$ cat config.mk
export PLATFORM = sky130hd
export DESIGN_NAME = nco_phase_serializer
export DESIGN_NICKNAME = d
export VERILOG_FILES = /design/src/rtl/nco_phase_serializer.sv
export SDC_FILE = /design/constraint.sdc
export NUM_CORES = 1
export LEC_CHECK = 0
export BUFFER_PORTS_ARGS = -buffer_cell sky130_fd_sc_hd__buf_4
export CAP_MARGIN = 15
export CORE_UTILIZATION = 30
export DETAILED_ROUTE_END_ITERATION = 10
export SLEW_MARGIN = 30
export SYNTH_ARGS = -nofsm -noshare
export SYNTH_HDL_FRONTEND = slang
export SYNTH_SLANG_ARGS = --single-unit
export TNS_END_PERCENT = 50
$ cat constraint.sdc
create_clock -name clk -period 8.6 [get_ports clk]
set_input_delay 1.72 -clock clk [delete_from_list [all_inputs] [get_ports clk]]
set_output_delay 1.72 -clock clk [all_outputs]
set_load 0.05 [all_outputs]
$ cat src/rtl/nco_phase_serializer.sv
// NCO front end: phase accumulator plus offset, fold into +/-90 deg, 2-bit LSB-first angle slices.
// Latency: 7-cycle frames (Rdy slot, then 6 slices); no backpressure, en sampled only at frame boundaries.
module nco_phase_serializer #(
    parameter int PHASE_W = 16,
    parameter int ANG_W   = 12
) (
    input  logic               clk,
    input  logic               rst_n,
    input  logic               en,
    input  logic [PHASE_W-1:0] fcw,
    input  logic [ANG_W-1:0]   poff,
    output logic               Rdy,
    output logic [1:0]         Ain,
    output logic [1:0]         Xin,
    output logic [1:0]         Yin,
    output logic               ISout,
    output logic               busy
);

    typedef enum logic {S_IDLE, S_RUN} state_t;

    localparam logic signed [ANG_W-1:0] QTR = 12'sd1024;

    state_t               state, state_nxt;
    logic [2:0]           slot, slot_nxt;
    logic                 start;
    logic [PHASE_W-1:0]   acc;
    logic [ANG_W-1:0]     sr;
    logic                 is_pend;
    logic signed [ANG_W-1:0] theta;
    logic                 fold;
    logic [ANG_W-1:0]     ang;

    assign theta = acc[PHASE_W-1 -: ANG_W] + poff;
    assign fold  = (theta > QTR) || (theta < -QTR);
    // Adding or subtracting 2048 modulo 4096 is just an MSB flip.
    assign ang   = {theta[ANG_W-1] ^ fold, theta[ANG_W-2:0]};

    assign Xin  = 2'b00;
    assign Yin  = 2'b00;
    assign busy = (state == S_RUN);

    always_comb begin
        state_nxt = state;
        slot_nxt  = slot;
        start     = 1'b0;
        case (state)
            S_IDLE: begin
                if (en) begin
                    start     = 1'b1;
                    state_nxt = S_RUN;
                    slot_nxt  = 3'd0;
                end
            end
            S_RUN: begin
                if (slot == 3'd6) begin
                    slot_nxt = 3'd0;
                    if (en) start = 1'b1;
                    else    state_nxt = S_IDLE;
                end else begin
                    slot_nxt = slot + 3'd1;
                end
            end
            default: state_nxt = S_IDLE;
        endcase
    end

    always_ff @(posedge clk or negedge rst_n) begin
        if (!rst_n) begin
            state <= S_IDLE;
            slot  <= 3'd0;
        end else begin
            state <= state_nxt;
            slot  <= slot_nxt;
        end
    end

    always_ff @(posedge clk or negedge rst_n) begin
        if (!rst_n) begin
            acc     <= '0;
            sr      <= '0;
            is_pend <= 1'b0;
            Rdy     <= 1'b0;
            Ain     <= 2'b00;
            ISout   <= 1'b0;
        end else if (start) begin
            acc     <= acc + fcw;
            sr      <= ang;
            is_pend <= fold;
            Rdy     <= 1'b1;
            Ain     <= 2'b00;
        end else if (state == S_RUN && slot != 3'd6) begin
            Rdy <= 1'b0;
            Ain <= sr[1:0];
            sr  <= {2'b00, sr[ANG_W-1:2]};
            // Stage 0 captures the flag at the next frame's Rdy, so it changes only here.
            if (slot == 3'd0) ISout <= is_pend;
        end else begin
            Rdy <= 1'b0;
            Ain <= 2'b00;
        end
    end

endmodule

==> results of run 1 <==
-- worst max-delay path, cell delays in order --
cell and delay (ns):
buf_4 0.11, ha_1 0.23, fa_1 0.41, a21o_1 0.21, a221oi_2 0.26, xnor2_1 0.11, or4_1 0.46, or3_1 0.34
o211a_1 0.21, o22a_1 0.17
-- logic make-up after synthesis --
logic type      after synthesis  synth area share [%]
xor+xnor                     19                 6.029
compound gates               90                 20.35
other cells                   1                0.1359
mux                          15                 5.485
buf+inv                      20                 3.264
fa+ha+maj                    28                 13.24
flops                        37                 33.54
simple gates                100                 17.95
-- sequential cells by signal, summed over array words and instances (netlist names) --
| register | cells |
|---|---|
| acc | 16 |
| sr | 12 |
| slot | 3 |
| Ain | 2 |
| ISout | 1 |
| Rdy | 1 |
| busy | 1 |
| is_pend | 1 |
-- Yosys cell counts, drive strengths merged, types with 4 or more instances --
master | n | area, um^2
dfrtp | 37 | 925.9
o21a | 4 | 30.03
xor2 | 8 | 70.07
buf | 5 | 33.78
xnor2 | 11 | 96.34
nor2 | 17 | 63.81
nor2b | 5 | 31.28
ha | 26 | 325.3
clkbuf | 7 | 26.28
nor3b | 9 | 67.56
o21ai | 37 | 185.2
a21o | 10 | 75.07
nand3 | 4 | 20.02
or3 | 4 | 25.02
nor3 | 4 | 20.02
nand2 | 40 | 150.1
a21oi | 18 | 90.09
mux2i | 14 | 140.1
inv | 8 | 30.03
-- metrics by stage --
stage | instances | utilization [%] | hold WS (ns) | setup slack [ns] | instance area, um^2
finish | 451 | 36.32 | 0.4728 | 4.551 | 3198
global placement | 444 | 35.31 | 0.4583 | 4.288 | 3109
CTS | 451 | 36.32 | 0.4834 | 4.557 | 3198
floorplan | 313 | - | 0.4428 | 4.490 | 2771
global route | 451 | 36.32 | 0.5263 | 4.496 | 3198
detailed placement | 444 | 35.34 | 0.4639 | 4.255 | 3112
-- worst max path at each step --
stage,startpoint,to,slack (ns),cells after the start
after floorplan,poff[0],is_pend,4.49,9
after global placement,poff[0],is_pend,4.29,10
after detailed placement,poff[0],is_pend,4.26,10
after CTS,poff[0],is_pend,4.56,10
after global routing,poff[0],is_pend,4.50,10
final,poff[0],is_pend,4.55,10
-- power by group through the flow --
stage | clock network, mW | registers, mW | logic (mW)
after floorplan | 0 | 0.322 | 0.481
after global placement | 0 | 0.306 | 0.621
after detailed placement | 0 | 0.310 | 0.632
after CTS | 0.132 | 0.306 | 0.634
after global routing | 0.139 | 0.316 | 0.714
final | 0.125 | 0.305 | 0.630
-- layout make-up --
class                           instances  area [um^2]
Tap cell                              108        135.1
Fill cell                             906         5608
Inverter                                8        30.03
Multi-Input combinational cell        256         1758
Clock buffer                            7        86.33
Sequential cell                        37        925.9
Timing Repair Buffer                   35        262.8
-- layer usage --
layer | up-vias | GRT usage [%]
li1 | 1186 | -
met1 | 1065 | 15.47
met2 | 25 | 23.51
met3 | 7 | 3.078
met4 | 0 | 3.846
met5 | - | 0
==> run_summary.xml, run 1 <==
<?xml version="1.0" encoding="UTF-8"?>
<metrics>
  <group name="power_and_ir_drop">
    <metric name="clock_power_share" unit="%">11.8</metric>
    <metric name="power_frac_comb" unit="%">59.4</metric>
    <metric name="power.switching_fraction" unit="%">44.90</metric>
    <metric name="cellPowerDensity" unit="mW/mm^2">331.7</metric>
    <metric name="static-leakage-power" unit="nW">1.525</metric>
    <metric name="seqPwrFrac" unit="%">28.7</metric>
    <metric name="cellInternalPower" unit="mW">0.5844</metric>
    <metric name="ir_drop" unit="mV">0.07683</metric>
    <metric name="netSwitchingPower" unit="mW">0.4763</metric>
    <metric name="post-layout-total-power" unit="mW">1.061</metric>
  </group>
  <group name="logic_synthesis">
    <metric name="number_of_flops_mapped_to_enable_cells_by_yosys" unit="">0</metric>
    <metric name="postSynthRegisterBits" unit="">37</metric>
    <metric name="post_synth_inst_count" unit="">310</metric>
    <metric name="synth_seq_area_share" unit="%">33.54</metric>
    <metric name="postSynth.asyncResetShare" unit="%">100.0</metric>
    <metric name="count_of_distinct_cell_types_in_the_synthesized_netlist" unit="">46</metric>
    <metric name="mappedNetlistArea" unit="mm^2">0.002760</metric>
    <metric name="synth_flop_cell" unit="">dfrtp_1</metric>
    <metric name="yosysWarnings" unit="">0</metric>
    <metric name="postSynthAreaPerCell" unit="um^2">8.904</metric>
  </group>
  <group name="route">
    <metric name="drt_first_pass_iters" unit="">4</metric>
    <metric name="vias_per_cell" unit="">5.062</metric>
    <metric name="drt_wl_total" unit="um">6039</metric>
    <metric name="route.met2.wl" unit="um">3060</metric>
    <metric name="route.met3.wl" unit="um">190</metric>
    <metric name="drt-initial-drc-count" unit="">17</metric>
    <metric name="route.detailed.drc" unit="">0</metric>
    <metric name="antenna_left" unit="">0</metric>
    <metric name="drt-wirelength-per-cell" unit="um">13.39</metric>
    <metric name="routed-via-count" unit="">2283</metric>
    <metric name="top_layer" unit="">met4</metric>
    <metric name="wl_met1" unit="um">2727</metric>
  </group>
  <group name="critical_path">
    <metric name="cp_data_arrival_time" unit="ns">4.22</metric>
    <metric name="reg2reg_slack" unit="ns">5.66</metric>
    <metric name="timing.rr.start" unit="">acc[4]</metric>
    <metric name="crit_fanout" unit="">3</metric>
    <metric name="count_of_cells_along_the_worst_register_to_register_path" unit="">9</metric>
    <metric name="crit_type" unit="">input pin to flop</metric>
    <metric name="setup.worst_path.start_class" unit="">input pin</metric>
    <metric name="regToRegEndpoint" unit="">is_pend</metric>
    <metric name="timing.critical_path.to_type" unit="">flop</metric>
    <metric name="required" unit="ns">8.78</metric>
  </group>
  <group name="timing">
    <metric name="fmax" unit="MHz">247.0</metric>
    <metric name="finalWorstPathRequiredPeriod" unit="ns">4.049</metric>
    <metric name="skew" unit="ns">0.006960</metric>
    <metric name="tns_setup" unit="ns">0</metric>
    <metric name="timing.final.hold_violations" unit="">0</metric>
    <metric name="timing_worst_slew_pin_value" unit="ns">0.6830</metric>
    <metric name="final_min_period_over_clock_period" unit="%">47.08</metric>
    <metric name="grt_setup_unrepaired" unit="">false</metric>
    <metric name="timing.slew.headroom" unit="%">54.46</metric>
    <metric name="setup_viol" unit="">0</metric>
    <metric name="drv_slew" unit="">0</metric>
  </group>
  <group name="clock_tree">
    <metric name="cts_repair_resize_count" unit="">0</metric>
    <metric name="tritoncts.num_buffers" unit="">5</metric>
    <metric name="cts.htree.levels" unit="">2</metric>
    <metric name="holdBufCountCts" unit="">0</metric>
    <metric name="tritoncts" unit="">done</metric>
    <metric name="cts_max_path_buffers" unit="">2</metric>
    <metric name="cts.clk_slew.worst_paths" unit="ns">0.08</metric>
    <metric name="clock_insertion_delay_worst_skew" unit="ns">0.29</metric>
    <metric name="number_of_sinks_on_the_clock_net" unit="">37</metric>
    <metric name="postCtsSetupBuffers" unit="">0</metric>
    <metric name="cts-root-buf" unit="">clkbuf_8</metric>
  </group>
  <group name="floorplan">
    <metric name="core" unit="mm^2">0.008806</metric>
    <metric name="num_io_pins" unit="">40</metric>
    <metric name="standard_cell_row_count" unit="">34</metric>
    <metric name="chipHeight" unit="um">97.92</metric>
    <metric name="floorplan.die.width" unit="um">97.92</metric>
    <metric name="initial_core_util" unit="%">31.34</metric>
    <metric name="fp.dieArea" unit="mm^2">0.009588</metric>
  </group>
  <group name="grt">
    <metric name="largest_net_degree_at_the_start_of_global_routing" unit="">38</metric>
    <metric name="grt_overflow" unit="">0</metric>
    <metric name="grt_pass1_wl" unit="um">10060</metric>
    <metric name="first_global_vias" unit="">2205</metric>
    <metric name="track_usage" unit="%">13.11</metric>
    <metric name="antenna_found_initial" unit="">0</metric>
  </group>
  <group name="job">
    <metric name="number_of_maximum_capacitance_violations" unit="">0</metric>
  </group>
  <group name="cells_and_area">
    <metric name="layout_commonest_cell" unit="">nand2_1</metric>
    <metric name="antenna-diode-count" unit="">0</metric>
    <metric name="mostFrequentLayoutCells" unit="">39 x nand2_1, 37 x dfrtp_1, 35 x buf_4, 26 x ha_1, 24 x o21ai_0</metric>
    <metric name="area_growth_from_synthesis_to_final_layout" unit="%">15.87</metric>
    <metric name="final_net_count" unit="">402</metric>
    <metric name="drive_above_1_share" unit="%">13.41</metric>
  </group>
  <group name="placement">
    <metric name="dp_hpwl" unit="um">4632</metric>
    <metric name="gp_congestion" unit="">0.7935</metric>
    <metric name="buffer_ports.inserted" unit="">35</metric>
  </group>
  <group name="status">
    <metric name="status" unit="">finished, final reports clean</metric>
  </group>
  <group name="hold_path">
    <metric name="worst_hold_path.num_cells" unit="">2</metric>
    <metric name="worstHoldPathType" unit="">flop to flop</metric>
    <metric name="min-delay-start" unit="">acc[3]</metric>
    <metric name="worstHoldEndpoint" unit="">acc[3]</metric>
  </group>
</metrics>
Power figures use the tool's default switching activity.
==> run 2, diff against run 1 <==
==> constraint.sdc (replaced) <==
create_clock -name clk -period 4.2 [get_ports clk]
set_input_delay 0.84 -clock clk [delete_from_list [all_inputs] [get_ports clk]]
set_output_delay 0.84 -clock clk [all_outputs]
set_load 0.05 [all_outputs]
==> run 2 against run 1 <==
Sequential cell count is the same. Sequential share of layout area shrank 0.31 points. Worst setup slack lost 3.5 ns. Die area is the same. Non-clock buffer count grew 1. Critical path depth is the same.
==> run_summary.xml, run 2 (same netlist as run 1, synthesis figures left out) <==
<?xml version="1.0" encoding="UTF-8"?>
<metrics>
  <group name="critical_path">
    <metric name="cp_data_arrival_time" unit="ns">3.33</metric>
    <metric name="critical-path-slowest-cell" unit="">or4_1</metric>
    <metric name="timing.critical_path.to_type" unit="">flop</metric>
    <metric name="setup.worst_path.start_class" unit="">input pin</metric>
    <metric name="critical_path.max_stage_delay" unit="ns">0.46</metric>
    <metric name="crit_chain" unit="">buf_4, ha_1, fa_1, a21o_1, a221oi_2, xnor2_1, or4_1, or3_1, o211a_1, o22a_1</metric>
    <metric name="critical_path.n_buffers_inverters" unit="">1</metric>
    <metric name="crit_type" unit="">input pin to flop</metric>
    <metric name="required" unit="ns">4.39</metric>
    <metric name="worst_path_dominant_cell_family" unit="">compound AO/OA/AOI/OAI gates</metric>
    <metric name="crit_fanout" unit="">3</metric>
  </group>
  <group name="clock_tree">
    <metric name="clock_insertion_delay_worst_skew" unit="ns">0.29</metric>
    <metric name="postCtsSetupBuffers" unit="">0</metric>
    <metric name="cts_max_path_buffers" unit="">2</metric>
    <metric name="cts.htree.levels" unit="">2</metric>
    <metric name="holdBufCountCts" unit="">0</metric>
    <metric name="tritoncts" unit="">done</metric>
    <metric name="tritoncts.num_buffers" unit="">5</metric>
    <metric name="cts-root-buf" unit="">clkbuf_8</metric>
    <metric name="number_of_sinks_on_the_clock_net" unit="">37</metric>
    <metric name="cts_repair_resize_count" unit="">0</metric>
    <metric name="cts.clk_slew.worst_paths" unit="ns">0.08</metric>
  </group>
  <group name="grt">
    <metric name="largest_net_degree_at_the_start_of_global_routing" unit="">38</metric>
    <metric name="antenna_found_initial" unit="">0</metric>
    <metric name="grt_pass1_wl" unit="um">9970</metric>
    <metric name="grt_overflow" unit="">0</metric>
    <metric name="first_global_vias" unit="">2166</metric>
    <metric name="track_usage" unit="%">13.01</metric>
  </group>
  <group name="placement">
    <metric name="dp_hpwl" unit="um">4520</metric>
    <metric name="gp_congestion" unit="">0.7945</metric>
    <metric name="buffer_ports.inserted" unit="">35</metric>
  </group>
  <group name="route">
    <metric name="routed-via-count" unit="">2273</metric>
    <metric name="drt-initial-drc-count" unit="">42</metric>
    <metric name="drt_first_pass_iters" unit="">4</metric>
    <metric name="route.detailed.drc" unit="">0</metric>
    <metric name="antenna_left" unit="">0</metric>
    <metric name="drt-wirelength-per-cell" unit="um">13.19</metric>
    <metric name="drt_wl_total" unit="um">5975</metric>
    <metric name="vias_per_cell" unit="">5.018</metric>
  </group>
  <group name="timing">
    <metric name="timing.slew.headroom" unit="%">51.71</metric>
    <metric name="setup_viol" unit="">0</metric>
    <metric name="fmax" unit="MHz">317.6</metric>
    <metric name="timing.final.hold_violations" unit="">0</metric>
    <metric name="grt_setup_unrepaired" unit="">false</metric>
    <metric name="tns_setup" unit="ns">0</metric>
    <metric name="timing_worst_slew_pin_value" unit="ns">0.7243</metric>
    <metric name="finalWorstPathRequiredPeriod" unit="ns">3.148</metric>
    <metric name="drv_slew" unit="">0</metric>
    <metric name="skew" unit="ns">0.008856</metric>
    <metric name="final_min_period_over_clock_period" unit="%">74.96</metric>
  </group>
  <group name="cells_and_area">
    <metric name="largest_register" unit="">acc</metric>
    <metric name="antenna-diode-count" unit="">0</metric>
    <metric name="largest_register_ff_count" unit="">16</metric>
    <metric name="final_core_util" unit="%">36.71</metric>
    <metric name="drive_above_1_share" unit="%">13.62</metric>
    <metric name="largest_registers" unit="">acc: 16 flops, sr: 12 flops, slot: 3 flops</metric>
    <metric name="area_growth_from_synthesis_to_final_layout" unit="%">17.14</metric>
    <metric name="final_net_count" unit="">403</metric>
    <metric name="mostFrequentLayoutCells" unit="">40 x nand2_1, 37 x dfrtp_1, 36 x buf_4, 26 x ha_1, 24 x o21ai_0</metric>
    <metric name="layout_commonest_cell" unit="">nand2_1</metric>
  </group>
  <group name="floorplan">
    <metric name="core" unit="mm^2">0.008806</metric>
    <metric name="standard_cell_row_count" unit="">34</metric>
    <metric name="initial_core_util" unit="%">31.34</metric>
    <metric name="num_io_pins" unit="">40</metric>
    <metric name="floorplan.die.width" unit="um">97.92</metric>
    <metric name="fp.dieArea" unit="mm^2">0.009588</metric>
    <metric name="chipHeight" unit="um">97.92</metric>
  </group>
  <group name="power_and_ir_drop">
    <metric name="cellInternalPower" unit="mW">1.261</metric>
    <metric name="ir_drop" unit="mV">0.2065</metric>
    <metric name="cellPowerDensity" unit="mW/mm^2">694.2</metric>
    <metric name="seqPwrFrac" unit="%">27.8</metric>
    <metric name="static-leakage-power" unit="nW">1.543</metric>
    <metric name="netSwitchingPower" unit="mW">0.9833</metric>
    <metric name="power.switching_fraction" unit="%">43.81</metric>
    <metric name="power_frac_comb" unit="%">57.6</metric>
    <metric name="clock_power_share" unit="%">14.7</metric>
  </group>
  <group name="hold_path">
    <metric name="worstHoldPathType" unit="">flop to flop</metric>
  </group>
  <group name="job">
    <metric name="number_of_maximum_capacitance_violations" unit="">0</metric>
  </group>
  <group name="status">
    <metric name="status" unit="">finished, final reports clean</metric>
  </group>
</metrics>
[run 2: worst min-delay path, cell delays in order, from the launching register on]
cell,delay [ns]
dfrtp_1,0.36
nand2_1,0.05
nand2_1,0.05
[run 2: path summary, 6_finish.rpt]
check / to / depth (start not counted) / start / slack (ns)
worst max-delay path: is_pend / 10 / poff[0] / 1.05
worst min-delay path: acc[3] / 2 / acc[3] / 0.48
worst max register to register: is_pend / 9 / acc[4] / 1.27
worst min register to register: acc[3] / 2 / acc[3] / 0.48
max in group asynchronous: acc[13] / 1 / rst_n / 3.34
min in group asynchronous: acc[5] / 1 / rst_n / 0.51
[run 2: power by group through the flow]
stage	Sequential (mW)	Clock (mW)	Combinational [mW]
6_report	0.623	0.329	1.29
2_1_floorplan	0.659	0	0.985
4_1_cts	0.625	0.340	1.30
3_3_place_gp	0.627	0	1.27
5_1_grt	0.645	0.355	1.46
3_5_place_dp	0.631	0	1.29
[run 2: routing by layer]
metal,share of wire (%),track usage (%),vias to the layer above
met5,0,0,-
met1,47,16.38,1042
met4,1.2,3.846,0
li1,-,-,1189
met2,49,22.43,33
met3,3.0,2.577,9
[run 2: through the flow]
step	setup slack [ns]	hold slack, ns	power [mW]	instances	instance area [um^2]
after global placement	0.7669	0.4585	1.900	445	3117
after floorplan	0.9696	0.4428	1.644	313	2771
final	1.052	0.4786	2.244	453	3233
after detailed placement	0.7378	0.4696	1.922	445	3117
after CTS	1.056	0.4887	2.260	453	3233
after global routing	0.9870	0.4945	2.456	453	3233
[run 2: final cells by class]
| type | count | area (um^2) |
|---|---|---|
| sequential | 37 | 925.9 |
| clock inverter | 1 | 30.03 |
| tap | 108 | 135.1 |
| inverter | 8 | 30.03 |
| clock buffer | 7 | 86.33 |
| fill | 896 | 5573 |
| timing repair buffer | 36 | 270.3 |
| multi-input combinational | 256 | 1755 |
==> run 3, diff against run 2 <==
==> constraint.sdc (replaced) <==
create_clock -name clk -period 3.05 [get_ports clk]
set_input_delay 0.61 -clock clk [delete_from_list [all_inputs] [get_ports clk]]
set_output_delay 0.61 -clock clk [all_outputs]
set_load 0.05 [all_outputs]
==> run 3 against run 2 <==
Combinational power grew 45%. Sequential cell count is the same. Clock power grew 40%. Via count grew 4.1%. Sequential power grew 39%. Core utilization grew 0.72 points. Critical path type is now flop to flop. Largest power group unchanged.
==> run_summary.xml, run 3 (same netlist as run 1, synthesis figures left out) <==
<?xml version="1.0" encoding="UTF-8"?>
<metrics>
  <group name="status">
    <metric name="status" unit="">finished, final reports clean</metric>
  </group>
  <group name="floorplan">
    <metric name="fp.dieArea" unit="mm^2">0.009588</metric>
    <metric name="num_io_pins" unit="">40</metric>
    <metric name="initial_core_util" unit="%">31.34</metric>
    <metric name="chipHeight" unit="um">97.92</metric>
    <metric name="floorplan.die.width" unit="um">97.92</metric>
    <metric name="core" unit="mm^2">0.008806</metric>
    <metric name="standard_cell_row_count" unit="">34</metric>
  </group>
  <group name="critical_path">
    <metric name="startpoint" unit="">acc[4]</metric>
    <metric name="critical_path.max_stage_delay" unit="ns">0.48</metric>
    <metric name="critical-path-slowest-cell" unit="">or4_1</metric>
    <metric name="setup.worst_path.start_class" unit="">flop</metric>
    <metric name="crit_type" unit="">flop to flop</metric>
    <metric name="cp_data_arrival_time" unit="ns">3.11</metric>
    <metric name="timing.critical_path.to_type" unit="">flop</metric>
    <metric name="timing.rr.start" unit="">acc[4]</metric>
    <metric name="required" unit="ns">3.24</metric>
    <metric name="crit_chain" unit="">ha_1, fa_1, a21o_1, a221oi_2, xnor2_1, or4_1, or3_1, o211a_1, o22a_1</metric>
    <metric name="crit_fanout" unit="">3</metric>
  </group>
  <group name="clock_tree">
    <metric name="cts.clk_slew.worst_paths" unit="ns">0.08</metric>
    <metric name="clock_insertion_delay_worst_skew" unit="ns">0.30</metric>
    <metric name="cts_max_path_buffers" unit="">2</metric>
    <metric name="number_of_sinks_on_the_clock_net" unit="">37</metric>
    <metric name="cts.htree.levels" unit="">2</metric>
    <metric name="tritoncts" unit="">done</metric>
    <metric name="postCtsSetupBuffers" unit="">0</metric>
    <metric name="tritoncts.num_buffers" unit="">5</metric>
    <metric name="holdBufCountCts" unit="">0</metric>
    <metric name="cts-root-buf" unit="">clkbuf_8</metric>
    <metric name="cts_repair_resize_count" unit="">0</metric>
  </group>
  <group name="timing">
    <metric name="tns_setup" unit="ns">0</metric>
    <metric name="skew" unit="ns">0.005981</metric>
    <metric name="grt_setup_unrepaired" unit="">false</metric>
    <metric name="finalWorstPathRequiredPeriod" unit="ns">2.924</metric>
    <metric name="timing_worst_slew_pin_value" unit="ns">0.6716</metric>
    <metric name="fmax" unit="MHz">342.1</metric>
    <metric name="timing.slew.headroom" unit="%">55.23</metric>
    <metric name="timing.final.hold_violations" unit="">0</metric>
    <metric name="setup_viol" unit="">0</metric>
    <metric name="drv_slew" unit="">0</metric>
    <metric name="final_min_period_over_clock_period" unit="%">95.85</metric>
  </group>
  <group name="placement">
    <metric name="buffer_ports.inserted" unit="">35</metric>
    <metric name="dp_hpwl" unit="um">4821</metric>
    <metric name="gp_congestion" unit="">0.8383</metric>
    <metric name="dp.cells" unit="">453</metric>
  </group>
  <group name="power_and_ir_drop">
    <metric name="seqPwrFrac" unit="%">27.1</metric>
    <metric name="power_frac_comb" unit="%">58.5</metric>
    <metric name="power.switching_fraction" unit="%">43.87</metric>
    <metric name="static-leakage-power" unit="nW">1.582</metric>
    <metric name="ir_drop" unit="mV">0.2771</metric>
    <metric name="clock_power_share" unit="%">14.4</metric>
    <metric name="cellInternalPower" unit="mW">1.792</metric>
    <metric name="cellPowerDensity" unit="mW/mm^2">968.4</metric>
    <metric name="netSwitchingPower" unit="mW">1.401</metric>
    <metric name="post-layout-total-power" unit="mW">3.193</metric>
  </group>
  <group name="route">
    <metric name="routed-via-count" unit="">2366</metric>
    <metric name="vias_per_cell" unit="">5.132</metric>
    <metric name="drt_wl_total" unit="um">6341</metric>
    <metric name="top_layer" unit="">met4</metric>
    <metric name="drt-initial-drc-count" unit="">84</metric>
    <metric name="wl_met1" unit="um">2992</metric>
    <metric name="route.met2.wl" unit="um">3101</metric>
    <metric name="drt-wirelength-per-cell" unit="um">13.75</metric>
    <metric name="drt_first_pass_iters" unit="">4</metric>
    <metric name="route.met3.wl" unit="um">179</metric>
    <metric name="route.detailed.drc" unit="">0</metric>
    <metric name="antenna_left" unit="">0</metric>
  </group>
  <group name="grt">
    <metric name="first_global_vias" unit="">2283</metric>
    <metric name="grt_pass1_wl" unit="um">10490</metric>
    <metric name="antenna_found_initial" unit="">0</metric>
    <metric name="track_usage" unit="%">13.65</metric>
    <metric name="grt_overflow" unit="">0</metric>
    <metric name="largest_net_degree_at_the_start_of_global_routing" unit="">38</metric>
  </group>
  <group name="job">
    <metric name="number_of_maximum_capacitance_violations" unit="">0</metric>
  </group>
  <group name="cells_and_area">
    <metric name="largest_register" unit="">acc</metric>
    <metric name="mostFrequentLayoutCells" unit="">44 x buf_4, 40 x nand2_1, 37 x dfrtp_1, 26 x ha_1, 24 x o21ai_0</metric>
    <metric name="antenna-diode-count" unit="">0</metric>
    <metric name="largest_registers" unit="">acc: 16 flops, sr: 12 flops, slot: 3 flops</metric>
    <metric name="regArea" unit="um^2">925.9</metric>
    <metric name="final_cell_count_no_fill" unit="">461</metric>
    <metric name="drive_above_1_share" unit="%">15.86</metric>
    <metric name="multi_input_area" unit="mm^2">0.001755</metric>
    <metric name="final_net_count" unit="">411</metric>
    <metric name="largest_register_ff_count" unit="">16</metric>
    <metric name="layout_commonest_cell" unit="">buf_4</metric>
    <metric name="area_growth_from_synthesis_to_final_layout" unit="%">19.45</metric>
    <metric name="layout.filler_cells" unit="">896</metric>
  </group>
  <group name="hold_path">
    <metric name="worstHoldPathType" unit="">input pin to async pin</metric>
  </group>
</metrics>
[run 3: cell types whose count changed in the layout (fill, tap and decap cells not counted), sizes merged]
| cell | change |
|---|---|
| buf | +8 |
| clkbuf | -1 |
| clkinvlp | +1 |
[run 3: stage by stage]
step	util (%)	area (um^2)	setup WS (ns)	hold slack, ns
floorplan	-	2771	0.04956	0.3144
global placement	36.08	3177	-0.1173	0.4587
global route	37.44	3297	0.01235	0.3129
CTS	37.44	3297	0.1094	0.2999
finish	37.44	3297	0.1265	0.2855
detailed placement	36.08	3177	-0.1848	0.4650
[run 3: power groups by stage]
| stage | logic (mW) | clock network, mW | registers, mW |
|---|---|---|---|
| after floorplan | 1.36 | 0 | 0.907 |
| after global placement | 1.82 | 0 | 0.865 |
| after detailed placement | 1.87 | 0 | 0.872 |
| after CTS | 1.87 | 0.471 | 0.863 |
| after global routing | 2.10 | 0.495 | 0.894 |
| final | 1.87 | 0.460 | 0.865 |
[run 3: final cells by class]
cell class              count  share of cell area (%)
multi-input cells         256                   53.24
flip-flops and latches     37                   28.08
repair buffers             44                   10.02
well taps                 108                   4.099
clock buffers               6                   2.505
clock inverters             2                   1.139
inverters                   8                  0.9108
[run 3: final timing paths]
path	endpoint	slack [ns]	cells after the start
max	is_pend	0.13	9
min	Ain[1]	0.29	1
max reg2reg	is_pend	0.13	9
min reg2reg	acc[3]	0.48	2
max in group asynchronous	acc[5]	2.40	1
min in group clk	acc[3]	0.48	2
[run 3: critical path: cells and delay by family, from the launching register on]
kind,cells,cell delay (ns)
fa+ha+maj,2,0.62
xor+xnor,1,0.12
flops,1,0.43
simple gates,2,0.82
compound gates,4,0.85
[run 3: routing by layer]
| layer | GRT usage, % | vias to the layer above |
|---|---|---|
| li1 | - | 1212 |
| met1 | 17.64 | 1113 |
| met2 | 23.02 | 33 |
| met3 | 2.577 | 8 |
| met4 | 4.196 | 0 |
| met5 | 0 | - |
